<file path="src/rtl/dmem_copy_pkg.sv">
// dmem_copy_pkg: shared state encoding and sizing constants for the dmem copy engine
package dmem_copy_pkg;
  typedef enum logic [1:0] {
    IDLE = 2'd0,
    RD   = 2'd1,
    WR   = 2'd2,
    DONE = 2'd3
  } state_e;
  localparam int WORD_BYTES = 4;
  localparam int MAX_WORDS  = 64;
  localparam int LEN_W      = 7;
endpackage

</file>
<file path="src/rtl/dmem_copy_addr_gen.sv">
// dmem_copy_addr_gen: latched src/dst/len, word counter and src/dst+4*i address adders with last-word flag
module dmem_copy_addr_gen #(
  parameter int AW    = 32,
  parameter int LEN_W = 7
) (
  input  logic             clk,
  input  logic             reset,
  input  logic             load_i,
  input  logic             inc_i,
  input  logic             nxt_i,
  input  logic [AW-1:0]    src_i,
  input  logic [AW-1:0]    dst_i,
  input  logic [LEN_W-1:0] len_i,
  output logic [AW-1:0]    src_a_o,
  output logic [AW-1:0]    dst_a_o,
  output logic             last_o
);
  import dmem_copy_pkg::WORD_BYTES;
  logic [AW-1:0]    src_q, dst_q, off;
  logic [LEN_W-1:0] len_q, i_q, idx;
  always_ff @(posedge clk or negedge reset)
    if (!reset) begin
      src_q <= '0;
      dst_q <= '0;
      len_q <= '0;
      i_q   <= '0;
    end else if (load_i) begin
      src_q <= src_i;
      dst_q <= dst_i;
      len_q <= len_i;
      i_q   <= '0;
    end else if (inc_i) begin
      i_q <= i_q + LEN_W'(1);
    end
  // nxt_i selects word i+1 so the FSM can register the address of the state it is entering
  assign idx     = nxt_i ? i_q + LEN_W'(1) : i_q;
  assign off     = AW'(idx) * AW'(WORD_BYTES);
  assign src_a_o = src_q + off;
  assign dst_a_o = dst_q + off;
  assign last_o  = (i_q + LEN_W'(1)) == len_q;
endmodule

</file>
<file path="src/rtl/dmem_copy_engine.sv">
// dmem_copy_engine: word-block copy master on the dmem port, two cycles per word
// Optional COPY_FILL_EN adds a constant-fill mode (fill/fill_value ports, one cycle per word)
module dmem_copy_engine #(
  parameter int AW    = 32,
  parameter int DW    = 32,
  parameter int LEN_W = dmem_copy_pkg::LEN_W
) (
  input  logic             clk,
  input  logic             reset,
  input  logic             start,
  input  logic [AW-1:0]    src_addr,
  input  logic [AW-1:0]    dst_addr,
  input  logic [LEN_W-1:0] len,
`ifdef COPY_FILL_EN
  input  logic             fill,
  input  logic [DW-1:0]    fill_value,
`endif
  output logic             busy,
  output logic             done,
  output logic             err,
  output logic             memwrite,
  output logic [AW-1:0]    dataaddr,
  output logic [DW-1:0]    writedata,
  input  logic [DW-1:0]    readdata
);
  import dmem_copy_pkg::*;
  state_e          state_q;
  logic            busy_q, done_q, err_q, memwrite_q;
  logic [AW-1:0]   dataaddr_q;
  logic [DW-1:0]   writedata_q;
  logic [AW-1:0]   src_a, dst_a;
  logic            last, bad, accept;
  logic            fill_go, fill_run;
  logic [DW-1:0]   fill_word;
  assign accept = state_q == IDLE && start;
`ifdef COPY_FILL_EN
  logic fill_q;
  always_ff @(posedge clk or negedge reset)
    if (!reset) fill_q <= 1'b0;
    else if (accept) fill_q <= fill;
  assign fill_go   = fill;
  assign fill_run  = fill_q;
  assign fill_word = fill_value;
`else
  assign fill_go   = 1'b0;
  assign fill_run  = 1'b0;
  assign fill_word = '0;
`endif
  // a fill never reads, so its source alignment is irrelevant
  assign bad = (!fill_go && src_addr[1:0] != 2'b00) || dst_addr[1:0] != 2'b00 ||
               len > LEN_W'(MAX_WORDS);
  dmem_copy_addr_gen #(.AW(AW), .LEN_W(LEN_W)) u_addr (
    .clk     (clk),
    .reset   (reset),
    .load_i  (accept),
    .inc_i   (state_q == WR),
    .nxt_i   (state_q == WR),
    .src_i   (src_addr),
    .dst_i   (dst_addr),
    .len_i   (len),
    .src_a_o (src_a),
    .dst_a_o (dst_a),
    .last_o  (last)
  );
  always_ff @(posedge clk or negedge reset)
    if (!reset) begin
      state_q     <= IDLE;
      busy_q      <= 1'b0;
      done_q      <= 1'b0;
      err_q       <= 1'b0;
      memwrite_q  <= 1'b0;
      dataaddr_q  <= '0;
      writedata_q <= '0;
    end else begin
      done_q <= 1'b0;
      err_q  <= 1'b0;
      case (state_q)
        IDLE: if (start) begin
          if (bad) begin
            err_q <= 1'b1;
          end else if (len == '0) begin
            state_q <= DONE;
            busy_q  <= 1'b1;
            done_q  <= 1'b1;
          end else if (fill_go) begin
            state_q     <= WR;
            busy_q      <= 1'b1;
            dataaddr_q  <= dst_addr;
            writedata_q <= fill_word;
            memwrite_q  <= 1'b1;
          end else begin
            state_q    <= RD;
            busy_q     <= 1'b1;
            dataaddr_q <= src_addr;
          end
        end
        RD: begin
          state_q     <= WR;
          dataaddr_q  <= dst_a;
          writedata_q <= readdata;
          memwrite_q  <= 1'b1;
        end
        WR: if (last) begin
          state_q    <= DONE;
          memwrite_q <= 1'b0;
          done_q     <= 1'b1;
        end else if (fill_run) begin
          dataaddr_q <= dst_a;
        end else begin
          state_q    <= RD;
          dataaddr_q <= src_a;
          memwrite_q <= 1'b0;
        end
        DONE: begin
          state_q <= IDLE;
          busy_q  <= 1'b0;
        end
      endcase
    end
  assign busy      = busy_q;
  assign done      = done_q;
  assign err       = err_q;
  assign memwrite  = memwrite_q;
  assign dataaddr  = dataaddr_q;
  assign writedata = writedata_q;
endmodule

</file>
<file path="config.mk">
export PLATFORM = sky130hd
export DESIGN_NAME = dmem_copy_engine
export DESIGN_NICKNAME = d
export VERILOG_FILES = /design/src/rtl/dmem_copy_pkg.sv /design/src/rtl/dmem_copy_addr_gen.sv /design/src/rtl/dmem_copy_engine.sv
export SDC_FILE = /design/constraint.sdc
export NUM_CORES = 1
export LEC_CHECK = 0
export CELL_PAD_IN_SITES_DETAIL_PLACEMENT = 1
export CELL_PAD_IN_SITES_GLOBAL_PLACEMENT = 1
export CORE_MARGIN = 2
export CORE_UTILIZATION = 42
export DETAILED_ROUTE_END_ITERATION = 7
export HOLD_SLACK_MARGIN = 0.1
export PLACE_DENSITY_LB_ADDON = 0.15
export SYNTH_ARGS = -nofsm -noshare
export SYNTH_HDL_FRONTEND = slang
export SYNTH_SLANG_ARGS = --single-unit
</file>
<file path="constraint.sdc">
create_clock -name clk -period 10.9 [get_ports clk]
set_input_delay 1.635 -clock clk [delete_from_list [all_inputs] [get_ports clk]]
set_output_delay 1.635 -clock clk [all_outputs]
set_load 0.02 [all_outputs]
</file>
Word-level counts from Yosys, hierarchy flattened. Index checks and enable logic that the tools add are counted.

Logic and storage cells: 60. Bits of input ports: 106. Register bits: 148. Output and inout port bits: 68.

Order comparisons: 1. Equal/unequal tests: 8. Multiplexer cells: 24. Reductions and logical operators: 13. $add $sub $neg: 3.

Operators by type and width (count): two-way mux 32 bit (4); one-hot mux 32 bit (3 select lines) (1); adder 32 x 9 -> 32 bit (2); two-way mux 7 bit (2); two-way mux 1 bit (9); two-way mux 2 bit (4); != test 2 bit (second input constant) (4); one-hot mux 2 bit (4 select lines) (1); nonzero test 2 bit (4); adder 7 x 1 -> 7 bit (second input constant) (1); == test 7 bit (1); greater-than comparator 7 bit (second input constant) (1); logical NOT 7 bit (1); one-hot mux 1 bit (2 select lines) (3); AND reduction 5 bit (1); == test 2 bit (second input constant) (2); AND reduction 3 bit (1); nonzero test 3 bit (1); == test 2 x 1 -> 1 bit (second input constant) (1); logical NOT 2 bit (1); logical OR 1 bit (2); AND reduction 2 bit (1); logical AND 1 bit (1).

Depth between registers and ports, before layout.
Depth after elaboration: 6. Mapped depth: 19. Depth with buffers taken out: 13.

By module. Synthesis repeated with hierarchy kept, for this count alone.

Cells, all modules: 719. Area, all modules: 8104.0 µm².

Modules (own cells, without submodules): dmem_copy_addr_gen (seq. area each 1951.9 µm², cells each 437, times used 1, area each 4653.2 µm²); dmem_copy_engine (seq. area each 1751.7 µm², cells each 282, times used 1, area each 3450.8 µm²).

Worst setup path after synthesis. OpenSTA, ideal clock, no wires.

Path kind: register to register. From: register state_q[0]. To: register dataaddr_q[20] (netlist: dataaddr[20]). Setup time: 0.123 ns. Path slack: 6.466 ns. Clock period less this slack: 4.434 ns. Required time: 10.777 ns. Path buffers: 6. Arrival time: 4.311 ns. Cell stages (with the launch flop): 20. Path through: dfrtp_1 > inv_1 > ha_1 > buf_4 > buf_2 > buf_2 > buf_2 > buf_2 > buf_1 > mux2_2 > ha_1 > inv_1 > fa_1 > inv_1 > a21o_1 > maj3_1 > a311oi_4 > nor3_1 > a211o_1 > o221a_2.

Longest elaborated chain between the ends: 5. Elaborated cells on any way between the ends: 14. Classes of those cells: 2 x add/sub; 6 x eq/ne; 3 x mux; 3 x reduce/logical.

Ends and longest elaborated chain: start: declaration (RTL line dmem_copy_engine.sv:27) `state_e state_q;`; start signal: assignment (RTL line dmem_copy_engine.sv:67) `state_q <= IDLE;`; start signal: assignment (RTL line dmem_copy_engine.sv:82) `state_q <= DONE;`; start signal: assignment (RTL line dmem_copy_engine.sv:86) `state_q <= WR;`; == test 2 bit (RTL line dmem_copy_engine.sv:57, dmem_copy_engine.sv:77); two-way mux 7 bit (RTL line dmem_copy_addr_gen.sv:36) `assign idx = nxt_i ? i_q + LEN_W'(1) : i_q;`; adder 32 x 9 -> 32 bit (RTL line dmem_copy_addr_gen.sv:38) `assign src_a_o = src_q + off;`; two-way mux 32 bit (RTL line dmem_copy_engine.sv:103) `WR: if (last) begin`; one-hot mux 32 bit (3 select lines) (RTL line dmem_copy_engine.sv:77) `case (state_q)`; end signal: assignment (RTL line dmem_copy_engine.sv:88) `dataaddr_q <= dst_addr;`; end signal: assignment (RTL line dmem_copy_engine.sv:108) `dataaddr_q <= dst_a;`; end signal: assignment (RTL line dmem_copy_engine.sv:111) `dataaddr_q <= src_a;`; end: declaration (RTL line dmem_copy_engine.sv:29) `logic [AW-1:0] dataaddr_q;`.

Several ways; a longest one is shown, not always the timed one. The select of a mux whose other input is x is not followed. A chain may end at the register's enable or synchronous reset.

Worst setup path in the final report.
From: input port len[0]. To: register dataaddr_q[29] (netlist: dataaddr[29]).

Longest elaborated chain between the ends: 4. Elaborated cells on any way between the ends: 6. Classes of those cells: 1 x order compare; 2 x eq/ne; 3 x reduce/logical.

Ends and longest elaborated chain: start: declaration (RTL line dmem_copy_engine.sv:13) `input logic [LEN_W-1:0] len,`; greater-than comparator 7 bit (RTL line dmem_copy_engine.sv:51) `len > LEN_W'(MAX_WORDS);`; logical OR 1 bit (RTL line dmem_copy_engine.sv:50) `assign bad = (!fill_go && src_addr[1:0] != 2'b00) || dst_addr[1:0] != 2'b00 ||`; != test 2 bit (no line); AND reduction 5 bit (no line) (*); end signal: assignment (RTL line dmem_copy_engine.sv:88); end signal: assignment (RTL line dmem_copy_engine.sv:94) `dataaddr_q <= src_addr;`; end signal: assignment (RTL line dmem_copy_engine.sv:99) `dataaddr_q <= dst_a;`.

Mark *: on every way between the ends. The rest lies on a longest branch, timed or not.

==> key figures <==
Status
  – Status: complete, no violations

Synthesis
  – Number of flops mapped to enable cells by yosys: 0
  – Commonest cells in the netlist: nand2_1, dfrtp_1, mux2_2
  – Synth top area share: 48.4%
  – Register area share after synthesis: 48.4%
  – Synth Area per Inst: 9.81 sq um
  – Post-Syn Area: 7660 sq um
  – Synth top area cells: dfrtp_1, nand2_1, mux2_2, xor2_1, a21oi_1
  – Syn nets: 900
  – Synth cell types: 64
  – Cells after synthesis: 781
  – Synthesis-stage register bit count: 148
  – Most common flop cell mapped by yosys: dfrtp_1
  – Count leader, synth: nand2_1
  – Synth async-reset ratio: 100%
  – Ys Warns: 0
  – Dominant cell type by area after synthesis: dfrtp_1

Worst setup path
  – Reg2Reg Depth: 13
  – Setup CP Type: input pin to flip-flop
  – Setup crit end: dataaddr[29]
  – Master of the slowest instance on the critical path: or4_1
  – R2R Setup Slk: 6.74 ns
  – Critical-path cell list: clkdlybuf4s50_1, or4_1, o31a_1, o31a_1, a311oi_4, buf_4, nand2_2, o31ai_1
  – Startpoint Class: input pin
  – Worst setup EP type: flip-flop
  – Critical path arrival: 4.70 ns
  – Worst reg2reg path startpoint: state_q[0]
  – Crit-path max FO: 30
  – Setup crit start: len[0]
  – Most frequent CP cell: o31a_1
  – CP max stage delay: 0.55 ns
  – Worst R2R End: dataaddr[20]
  – Worst Path Required: 11.23 ns

Global route
  – Total Routing Usage GR: 24.7%
  – Largest net degree at the start of global routing: 98
  – Global-route wire length before repair: 38100 um
  – Initial antenna violation count: 0
  – Gr ovfl total: 0
  – Vias in the first global route: 7282

Layout
  – Final nets: 1052
  – P&R area growth vs syn: 33.0%
  – Share of cells above drive strength 1: 11.2%
  – N_diodes: 0

Pwr
  – Psw: 1.34 mW
  – Switch share: 40.5%
  – Peak VDD IR: 0.000161 V
  – Clock network power share: 19.8%
  – Part of the power in combinational logic: 49.9%
  – Leak Pwr: 4.58 nW
  – Internal: 1.97 mW
  – Power Dens Cells: 326 nW/um^2
  – Reg power frac: 30.3%

Placement
  – Global placer's final weighted congestion: 0.840
  – Pre-CTS setup slack: 6.06 ns
  – Port Buffer Count: 173
  – DP Wirelength: 15500 um

Detailed routing
  – # DRC: 0
  – Routed vias/inst: 5.43
  – Wirelength per Cell: 19.6 um
  – Pre-antenna DRT Iters: 4
  – Initial DRC count: 319
  – Total routed wirelength: 23100 um
  – Routed vias: 6379
  – Antenna-violating nets left: 0

Clock tree
  – Clk buf depth: 2
  – CTS clk-pin slew, worst paths: 0.06 ns
  – H-tree Lvls: 4
  – Root Buffer: clkbuf_16
  – CTS hold repair buffers: 0
  – Post-CTS setup buffers: 0
  – Cts repair resizes: 0
  – Clk Latency, worst-skew pair: 0.43 ns
  – Clk sink count: 148
  – CTS buffer count: 17
  – CTS tree: done

Die
  – Ports: 174
  – Die area: 19300 sq um
  – Die width: 139 um
  – Initial Utilization: 42.8%
  – Core area: 17900 sq um
  – Die Height: 139 um
  – Row count: 49

STA
  – Worst slew pin tran: 0.994 ns
  – Normalized max-slew margin: 33.7%
  – Setup TNS: 0 ns
  – Fmax: 229 MHz
  – Final Critical Period: 4.37 ns
  – Setup ws final: 6.53 ns
  – Max Slew Vio Count: 0
  – Worst Clk Skew: 0.00934 ns
  – Count of final hold-check violations: 0
  – Fin crit share: 40.1%
  – Unrepaired setup endpoints after global routing: no
  – Final Setup Violations: 0

Job
  – Max Cap Viol: 0

Worst hold path
  – Hold WC Path Type: flip-flop to flip-flop
[per-stage QoR]
step	hold WS [ns]	power (mW)	instances	instance area, sq um	utilization, %
2_1_floorplan	0.438	2.06	781	7660	-
3_3_place_gp	0.454	2.57	1143	9530	53.2
3_5_place_dp	0.457	2.66	1143	9530	53.2
4_1_cts	0.472	3.34	1175	10200	56.9
5_1_grt	0.498	3.54	1175	10200	56.9
6_report	0.463	3.32	1175	10200	56.9
[worst min path at each step]
| stage | from | end | slack [ns] | depth (start not counted) |
|---|---|---|---|---|
| after global routing | u_addr.dst_q[29] | u_addr.dst_q[29] | 0.50 | 2 |
| final | u_addr.dst_q[25] | u_addr.dst_q[25] | 0.46 | 2 |
| after floorplan | u_addr.dst_q[16] | u_addr.dst_q[16] | 0.44 | 2 |
| after detailed placement | u_addr.dst_q[25] | u_addr.dst_q[25] | 0.46 | 2 |
| after global placement | u_addr.src_q[4] | u_addr.src_q[4] | 0.45 | 2 |
| after CTS | u_addr.dst_q[25] | u_addr.dst_q[25] | 0.47 | 2 |
[power by group through the flow]
stage               clock network [mW]  registers, mW  logic (mW)
floorplan                            0           1.10       0.956
global placement                     0          0.993        1.58
detailed placement                   0           1.01        1.65
CTS                              0.664           1.01        1.67
global route                     0.689           1.04        1.81
finish                           0.656           1.01        1.65
[routing by layer]
metal / share of wire, % / global-route usage [%] / vias to the layer above
met5: 0 / 0 / -
met4: 1.3 / 7.02 / 0
met3: 5.5 / 6.49 / 20
met2: 51 / 43.9 / 158
met1: 42 / 29.5 / 3238
li1: - / - / 2963
[registers in the layout (all words and copies together), names as in the netlist]
name,flops
u_addr.i_q,7
state_q,2
memwrite,1
u_addr.len_q,7
err,1
u_addr.src_q,32
dataaddr,32
u_addr.dst_q,32
writedata,32
busy,1
done,1
[cell type report]
cell class                 count  area [sq um]
clock buffer                  24           482
clock inverter                 8           171
fill                        1973          7720
inverter                      34           128
multi-input combinational    552          3630
sequential                   148          3700
tap                          229           287
timing repair buffer         180          1790
[critical path, delay by kind of cell]
kind	cells	cell delay [ns]
AOI/OAI and AO/OA	4	1.23
and+or+nand+nor	2	0.98
buffers and inverters	2	0.82
[logic make-up after synthesis]
kind of cell,Yosys count,synth area share (%)
DFF,148,48.4
muxes,60,8.66
AOI/OAI and AO/OA,122,12.0
buffers and inverters,81,4.54
adders and majority gates,14,2.35
and+or+nand+nor,320,19.2
xor gates and xnor gates,36,4.93
[placed cells by master (no fill, tap or decap), types with 3 or more instances in the layout]
cell type	synthesis	layout
buf_4	2	7
clkdlybuf4s50_1	0	172
o21a_1	3	3
mux2_2	45	45
nand2_1	208	207
nor3b_1	4	4
dfrtp_1	148	148
xnor2_1	10	10
nand4_1	4	4
a21boi_0	3	3
bufinv_16	0	5
and2_1	8	7
o31ai_2	6	6
clkbuf_1	27	4
clkbuf_16	0	17
a22oi_1	4	4
inv_1	34	34
o21ai_0	13	13
a21oi_1	33	33
and3_1	6	6
a21o_1	3	3
mux2i_1	12	12
a32oi_1	8	8
nor3_1	4	4
clkbuf_8	0	3
xor2_1	22	22
nor2_1	20	20
nand3b_1	18	18
a32o_1	3	3
nand3_1	9	9
nor4_1	4	4
o221ai_1	16	16
o21ai_1	10	10
nor2b_1	21	21
ha_1	12	10
(Power assumes the default switching activity.)
